==> src/rtl/mem_arb_pkg.sv <==
// mem_arb_pkg: shared defaults, FSM states and requester index type
// for the two-requester memory arbiter.
package mem_arb_pkg;

    localparam int DATA_W_DEF     = 32;
    localparam int ADDR_W_DEF     = 4;
    localparam int RD_TIMEOUT_DEF = 15;
    localparam int TMO_CNT_W      = $clog2(RD_TIMEOUT_DEF + 1);

    typedef enum logic [1:0] {
        IDLE,
        ISSUE,
        WAIT_RD
    } arb_state_e;

    typedef logic req_id_t;

    function automatic int tmo_cnt_w(input int timeout);
        return $clog2(timeout + 1);
    endfunction

endpackage

==> src/rtl/mem_arbiter_rr_arb2.sv <==
// rr_arb2: combinational two-way round-robin pick; the requester
// that did not win last time takes a tie.
module rr_arb2
    import mem_arb_pkg::*;
(
    input  logic [1:0] i_valid,
    input  req_id_t    i_last,
    output logic [1:0] o_grant,
    output req_id_t    o_winner
);

    always_comb begin
        o_winner = 1'b0;
        unique case (1'b1)
            (i_valid == 2'b11): o_winner = ~i_last;
            (i_valid == 2'b10): o_winner = 1'b1;
            default:            o_winner = 1'b0;
        endcase
        o_grant = '0;
        if (|i_valid) begin
            o_grant = o_winner ? 2'b10 : 2'b01;
        end
    end

endmodule

==> src/rtl/mem_arbiter.sv <==
// mem_arbiter: round-robin sharing of one single-port memory by two
// requesters. Optional read abort: define MEM_ARB_RD_TIMEOUT_EN.
module mem_arbiter
    import mem_arb_pkg::*;
#(
    parameter int DATA_WIDTH = DATA_W_DEF,
    parameter int ADDR_WIDTH = ADDR_W_DEF
`ifdef MEM_ARB_RD_TIMEOUT_EN
    ,
    parameter int RD_TIMEOUT = RD_TIMEOUT_DEF
`endif
) (
    input  logic                    clk,
    input  logic                    reset_n,
    input  logic [1:0]              req_valid,
    output logic [1:0]              req_ready,
    input  logic [1:0]              req_we,
    input  logic [2*ADDR_WIDTH-1:0] req_addr,
    input  logic [2*DATA_WIDTH-1:0] req_wdata,
    output logic [1:0]              rsp_valid,
    output logic [DATA_WIDTH-1:0]   rsp_rdata,
    output logic                    rsp_err,
    output logic                    mem_write_en,
    output logic                    mem_read_en,
    output logic [ADDR_WIDTH-1:0]   mem_address,
    output logic [DATA_WIDTH-1:0]   mem_data_in,
    input  logic [DATA_WIDTH-1:0]   mem_data_out,
    input  logic                    mem_valid_out
);

    arb_state_e            r_state;
    arb_state_e            w_next;
    logic [1:0]            w_grant;
    req_id_t               w_winner;
    req_id_t               r_last;
    req_id_t               r_owner;
    logic                  w_accept;
    logic                  w_rd_done;
    logic                  w_tmo;
    logic                  r_we;
    logic [ADDR_WIDTH-1:0] r_addr;
    logic [DATA_WIDTH-1:0] r_wdata;
    logic [1:0]            r_rsp_valid;
    logic [DATA_WIDTH-1:0] r_rdata;
    logic [ADDR_WIDTH-1:0] w_sel_addr;
    logic [DATA_WIDTH-1:0] w_sel_wdata;

`ifdef MEM_ARB_RD_TIMEOUT_EN
    localparam int CNT_W = tmo_cnt_w(RD_TIMEOUT);
    logic [CNT_W-1:0] r_cnt;
    logic             r_err;
`endif

    rr_arb2 u_rr (
        .i_valid  (req_valid),
        .i_last   (r_last),
        .o_grant  (w_grant),
        .o_winner (w_winner)
    );

    assign w_sel_addr  = w_winner ? req_addr[2*ADDR_WIDTH-1:ADDR_WIDTH]
                                  : req_addr[ADDR_WIDTH-1:0];
    assign w_sel_wdata = w_winner ? req_wdata[2*DATA_WIDTH-1:DATA_WIDTH]
                                  : req_wdata[DATA_WIDTH-1:0];

    always_ff @(posedge clk or negedge reset_n) begin
        if (!reset_n) r_state <= IDLE;
        else          r_state <= w_next;
    end

    always_comb begin
        w_next       = r_state;
        req_ready    = '0;
        mem_write_en = 1'b0;
        mem_read_en  = 1'b0;
        w_accept     = 1'b0;
        w_rd_done    = 1'b0;
        w_tmo        = 1'b0;
        unique case (r_state)
            IDLE: begin
                // keep ready low while reset is held, even with valid high
                req_ready = w_grant & {2{reset_n}};
                if (|req_valid) begin
                    w_accept = 1'b1;
                    w_next   = ISSUE;
                end
            end
            ISSUE: begin
                mem_write_en = r_we;
                mem_read_en  = ~r_we;
                w_next       = r_we ? IDLE : WAIT_RD;
            end
            WAIT_RD: begin
                if (mem_valid_out) begin
                    w_rd_done = 1'b1;
                    w_next    = IDLE;
                end
`ifdef MEM_ARB_RD_TIMEOUT_EN
                else if (r_cnt == CNT_W'(RD_TIMEOUT)) begin
                    w_tmo  = 1'b1;
                    w_next = IDLE;
                end
`endif
            end
            default: w_next = IDLE;
        endcase
    end

    always_ff @(posedge clk or negedge reset_n) begin
        if (!reset_n) begin
            r_we        <= 1'b0;
            r_addr      <= '0;
            r_wdata     <= '0;
            r_owner     <= 1'b0;
            r_last      <= 1'b1;
            r_rsp_valid <= '0;
            r_rdata     <= '0;
        end else begin
            r_rsp_valid <= '0;
            if (w_accept) begin
                r_we    <= req_we[w_winner];
                r_addr  <= w_sel_addr;
                r_wdata <= w_sel_wdata;
                r_owner <= w_winner;
                r_last  <= w_winner;
            end
            if (w_rd_done || w_tmo) begin
                r_rsp_valid <= r_owner ? 2'b10 : 2'b01;
                r_rdata     <= w_tmo ? '0 : mem_data_out;
            end
        end
    end

`ifdef MEM_ARB_RD_TIMEOUT_EN
    always_ff @(posedge clk or negedge reset_n) begin
        if (!reset_n) begin
            r_cnt <= '0;
            r_err <= 1'b0;
        end else begin
            r_err <= w_tmo;
            if (r_state == ISSUE) begin
                r_cnt <= '0;
            end else if (r_state == WAIT_RD && !mem_valid_out) begin
                r_cnt <= r_cnt + 1'b1;
            end
        end
    end

    assign rsp_err = r_err;
`else
    assign rsp_err = 1'b0;
`endif

    assign rsp_valid   = r_rsp_valid;
    assign rsp_rdata   = r_rdata;
    assign mem_address = r_addr;
    assign mem_data_in = r_wdata;

endmodule

==> config.mk <==
export PLATFORM = sky130hd
export DESIGN_NAME = mem_arbiter
export DESIGN_NICKNAME = d
export VERILOG_FILES = /design/src/rtl/mem_arb_pkg.sv /design/src/rtl/mem_arbiter_rr_arb2.sv /design/src/rtl/mem_arbiter.sv
export SDC_FILE = /design/constraint.sdc
export NUM_CORES = 1
export LEC_CHECK = 0
export CAP_MARGIN = 20
export CORE_UTILIZATION = 25
export DETAILED_ROUTE_END_ITERATION = 6
export PLACE_DENSITY = 0.62
export SYNTH_ARGS = -nofsm -noshare
export SYNTH_HDL_FRONTEND = slang
export SYNTH_SLANG_ARGS = --single-unit
==> constraint.sdc <==
create_clock -name clk -period 2.31 [get_ports clk]
set_clock_uncertainty 0.1 [all_clocks]
set_input_delay 0.231 -clock clk [delete_from_list [all_inputs] [get_ports clk]]
set_output_delay 0.231 -clock clk [all_outputs]
set_load 0.02 [all_outputs]
# After elaboration in Yosys (flattened, before gate mapping)
# Cells that the tools add are included.
# W data, S select, Z words.
[op_classes] bitwise=3 n_mux=20 n_reduce_logical=3 eq_ne=6 magnitude_cmp=1
[ops] op="$mux W32" count=1
[ops] op="$mux W2" count=8
[ops] op="$mux W1" count=8
[ops] op="$eq A2 B2 Y1 const B" count=3
[ops] op="$pmux W2 S3" count=1
[ops] op="$mux W4" count=1
[ops] op="$ne A2 B2 Y1 const B" count=2
[ops] op="$and A2 B2 Y2" count=1
[ops] op="$eq A2 B1 Y1 const B" count=1
[ops] op="$logic_not A2 Y1" count=1
[ops] op="$lt A1 B2 Y1 const B" count=1
[ops] op="$not A1 Y1" count=2
[ops] op="$pmux W1 S2" count=1
[ops] op="$reduce_and A2 Y1" count=1
[ops] op="$reduce_or A2 Y1" count=1
[totals] ff_bits=75 elab_cells=41

# Logic depth before layout (Yosys ltp)
[depth] depth_word=6 depth_mapped=4 depth_no_buf=3

# By module
# Synthesis repeated with hierarchy kept, for this count alone.
[hier_totals] hier_cells=212 hier_area_um2=3517.1
[modules_own_cells] mod="mem_arbiter" n_inst=1 cells_per_inst=208 area_per_inst_um2=3490.8
[modules_own_cells] mod="rr_arb2" n_inst=1 cells_per_inst=4 area_per_inst_um2=26.3

# Least setup slack after synthesis
# OpenSTA, ideal clock, no wires.
[synth_path] path_kind="register to output" start="register r_last" end="output port req_ready[1]" path_slack_ps=471 arrival_ps=1508 path_buffers=1 required_time_ps=1979 path_stages_with_launch=4 path_cell_list="dfstp_2 -> a21bo_4 -> buf_6 -> nor4b_1"
[synth_via] elab_chain_len=6
[synth_rtl] item="start, declared" line="mem_arbiter.sv:35" source="req_id_t r_last;"
[synth_rtl] item="start signal, assigned" line="mem_arbiter.sv:125" source="r_last <= w_winner;"
[synth_rtl] item="$not A1 Y1" line="mem_arbiter_rr_arb2.sv:15" source="(i_valid == 2'b11): o_winner = ~i_last;"
[synth_rtl] item="$pmux W1 S2" line="mem_arbiter_rr_arb2.sv:14" source="unique case (1'b1)"
[synth_rtl] item="$mux W2" line="mem_arbiter_rr_arb2.sv:21" source="o_grant = o_winner ? 2'b10 : 2'b01;"
[synth_rtl] item="$mux W2" line="mem_arbiter_rr_arb2.sv:20" source="if (|i_valid) begin"
[synth_rtl] item="$and A2 B2 Y2" line="mem_arbiter.sv:82" source="req_ready = w_grant & {2{reset_n}};"
[synth_rtl] item="$mux W2" line="mem_arbiter.sv:79" source="unique case (r_state)"
[synth_rtl] item="end, declared" line="mem_arbiter.sv:16" source="output logic [1:0] req_ready,"
# Every way passes these cells.

# Worst setup path after layout
[layout_path] start="input port req_valid[1]" end="output port req_ready[1]"
[layout_via] elab_chain_len=6
[layout_rtl] item="start, declared" line="mem_arbiter.sv:15" source="input logic [1:0] req_valid,"
[layout_rtl] item="$eq A2 B2 Y1, on equally long branches" line="mem_arbiter_rr_arb2.sv:16, mem_arbiter_rr_arb2.sv:15"
[layout_rtl] item="$pmux W1 S2" line="mem_arbiter_rr_arb2.sv:14"
[layout_rtl] item="$mux W2" line="mem_arbiter_rr_arb2.sv:21"
[layout_rtl] item="$mux W2 (*)" line="mem_arbiter_rr_arb2.sv:20"
[layout_rtl] item="$and A2 B2 Y2 (*)" line="mem_arbiter.sv:82"
[layout_rtl] item="$mux W2 (*)" line="mem_arbiter.sv:79"
# Every way passes the cells marked *; elsewhere a longest branch is shown, timed or not.

==> impl_results.md <==
- Clock Sinks: 75
- ANT cells: 0
- Crit path DAT: 1.89 ns
- Via density: 4.110
- Syn Area/Cell: around 17 sq um
- Register bit total from synthesis: 75
- GPL Wtd Cong: approximately 0.70
- Clk root buf: clkbuf_16
- Global route total overflow: 0
- Startpoint types: input port
- DRT iter0 DRCs: 55
- Die Span Y: approximately 120 um
- Worst hold slack: about 0.33 ns
- Final WL: 8343 um
- Sequential power share: slightly below 30%
- TritonCTS buffer count: 9
- Worst skew pair latency: ~0.33 ns
- Hold Vio Cnt, Final: 0
- Sw frac: 32.60%
- Seq/Total Area, Yosys: between 50 and 60%
- Drt drc: 0
- Setup_tns: 0 ns
- GRT Util Overall: 11.68%
- CP required: 1.98 ns
- Crit Path Class: input port to output port
- Power share of the clock group: approximately a fifth
- Hold crit path type: input port to asynchronous set/reset pin
- Max stage delay on crit path: around 0.7 ns
- Post-synth top area share: roughly half
- Highest net fanout along the worst path: 2
- Post-Place Cell Area: ~5600 sq um
- Filler instances: about 1.3k
- Post-route cell area: 5986 sq um
- Max_slew headroom: 47.33%
- Post-synth cell types: 21
- Synthesized area: roughly 3600 sq um
- DIE WIDTH: 121.4 um
- Via count: approximately 2.4k
- Max cap viols: 0
- Worst path cell trace: clkdlybuf4s50_1, a21bo_4, nor4b_1, clkdlybuf4s50_1
- Clock period minus final worst setup slack: roughly 2.2 ns
- Top cells by area, synth: dfrtp_1 52%, mux2_4 31%, mux2_2 10%
- Dpl hpwl: between 6000 and 7000 um
- Layout net count: about 520
- CP Buf/Inv Count: 2
- Area grow syn2layout: 68.04%
- Max Slew Vio Count: 0
- Reg clk slew, reported paths: roughly 0.060 ns
- Cells after DPL: 574
- Layout Utilization: 43.12%
- Average wire per standard cell: approximately 14 um
- Antenna violations before repair: 0
- Final non-filler cell total: approximately 600
- Setup crit end kind: output port
- Biggest area consumer among synthesized cells: dfrtp_1
- Core Box Area: 13880 sq um
- Initial core utilization: ~26%
- Input/output buffers: between 150 and 200
- Leak: ~2.7 nW
- CTS tree: yes
- Syn_nets: 321
- CTS max path bufs: 2
- Cell Rows: 43
- Vias in the first global route: around 2.6k
- P per Cell Area: 1309 nW/um^2
- Final-report setup violation count: 0
- Pre-antenna DRT Iters: 4
- Antenna viol nets, final: 0
- H-Tree Depth: 3
- Status: finished, final reports clean
- Pin count of the biggest net entering global routing: between 60 and 70
- Slew @ Worst Pin: 0.7901 ns
- Die Area: approximately 15000 sq um
- Post-Synthesis Cells: 210
- Post-CTS setup repair buffer count: 0
- RSZ-0062 raised after global routing: false
- Layout cell share with drive strength beyond 1: approximately a third
- Cell-internal power: approximately 5.3 mW
- Crit-path leading delay family: buffers and inverters
- Comb power frac: 51.0%
- Maximum VDD drop: between 0.5 and 0.6 mV
- IO Count: 186
- Crit-path most repeated cell: clkdlybuf4s50_1
- CP max-delay cell: clkdlybuf4s50_1
- Sw Pwr: approximately 2.6 mW
- Period utilization: about 96%
- Fmax: between 400 and 500 MHz
- First-pass GRT wire length: between 10000 and 15000 um
- Ys Warns: 0
stage by stage:
step | setup WS (ns) | total power [mW]
2_1_floorplan | 0.4706 | 4.589
3_3_place_gp | 0.05290 | 6.333
3_5_place_dp | 0.05497 | 6.393
4_1_cts | 0.007468 | 7.967
5_1_grt | 0.01347 | 8.265
6_report | 0.08578 | 7.833
tightest hold or removal path, cell delays in order:
cell and delay, ns:
dlygate4sd3_1 0.53, buf_4 0.14, buf_4 0.21
Yosys cell counts:
library cell and instances:
conb_1 1, nand3b_1 1, buf_6 4, inv_1 1
a21oi_1 1, mux2_4 74, mux2_2 32, buf_2 3
nor2_1 3, o32ai_1 1, buf_4 5, or2_2 1
nor3b_1 2, o21a_1 1, dfrtp_1 74, dfstp_2 1
a21bo_4 1, a31oi_1 1, nor4b_1 1, and3b_1 1
and3_1 1
layout by cell type (no fill, tap or decap):
cell type and instances:
or2_2 1, clkbuf_16 9, o32ai_1 1, buf_4 11
nand3b_1 1, a21bo_4 1, clkbuf_8 1, clkinvlp_4 2
conb_1 1, and3_1 1, clkdlybuf4s50_1 182, mux2_2 32
o21a_2 1, a21oi_1 1, clkinv_2 1, clkinv_4 1
dlymetal6s2s_1 1, buf_12 2, nor2_1 3, and3b_1 1
mux2_4 74, bufinv_16 2, dlygate4sd3_1 1, dfstp_2 1
a31oi_1 1, inv_1 1, nor4b_1 1, nor3b_1 2
dfrtp_1 74
what timing repair did:
action,4_1_cts,5_1_grt
resized for setup,0,1
hold buffers,1,0
hold endpoints to repair,12,0
endpoints found under the setup margin,0,1
flip-flops by register name, summed over array words and instances, names as in the netlist:
register and flops:
mem_address 4, mem_data_in 32, r_last 1, r_owner 1, r_state 2, r_we 1, rsp_rdata 32, rsp_valid 2
layout make-up:
cell class / count / area, sq um / area share (%)
clock buffer: 10 / 239.0 / 3.992
inverter: 1 / 3.754 / 0.06271
clock inverter: 6 / 88.84 / 1.484
timing repair buffer: 197 / 1967 / 32.86
tap: 180 / 225.2 / 3.763
sequential: 75 / 1878 / 31.38
multi-input combinational: 122 / 1584 / 26.46
power groups by stage:
| stage | registers (mW) | clock network (mW) | logic, mW |
|---|---|---|---|
| 4_1_cts | 2.33 | 1.57 | 4.06 |
| 2_1_floorplan | 3.09 | 0 | 1.50 |
| 6_report | 2.33 | 1.51 | 4.00 |
| 3_3_place_gp | 2.33 | 0 | 4.01 |
| 3_5_place_dp | 2.34 | 0 | 4.06 |
| 5_1_grt | 2.42 | 1.63 | 4.22 |
path summary, 6_finish.rpt:
kind / startpoint / end / slack [ns] / depth (start not counted)
worst max-delay path: req_valid[1] / req_ready[1] / 0.09 / 4
worst min-delay path: reset_n / r_state[0] / 0.33 / 3
worst max register to register: r_last / mem_address[2] / 0.48 / 5
worst min register to register: r_owner / rsp_valid[0] / 0.33 / 1
max in group asynchronous: reset_n / mem_data_in[8] / 1.01 / 3
min in group clk: r_owner / rsp_valid[0] / 0.33 / 1
cell families after synthesis:
family	Yosys count	synth area share, %
AO/OA/AOI/OAI	5	1.230
flip-flops	75	52.72
multiplexers	106	41.31
AND/OR/NAND/NOR	10	1.792
other	1	0.1053
buffers and inverters	13	2.845
per-layer routing:
metal	vias to the layer above	part of all wire, %	global-route usage [%]
met5	-	0	0
met4	0	1.0	3.935
met3	8	8.6	4.088
met2	123	47	19.46
met1	1157	43	13.89
li1	1141	-	-
Power figures use the tool's default switching activity.
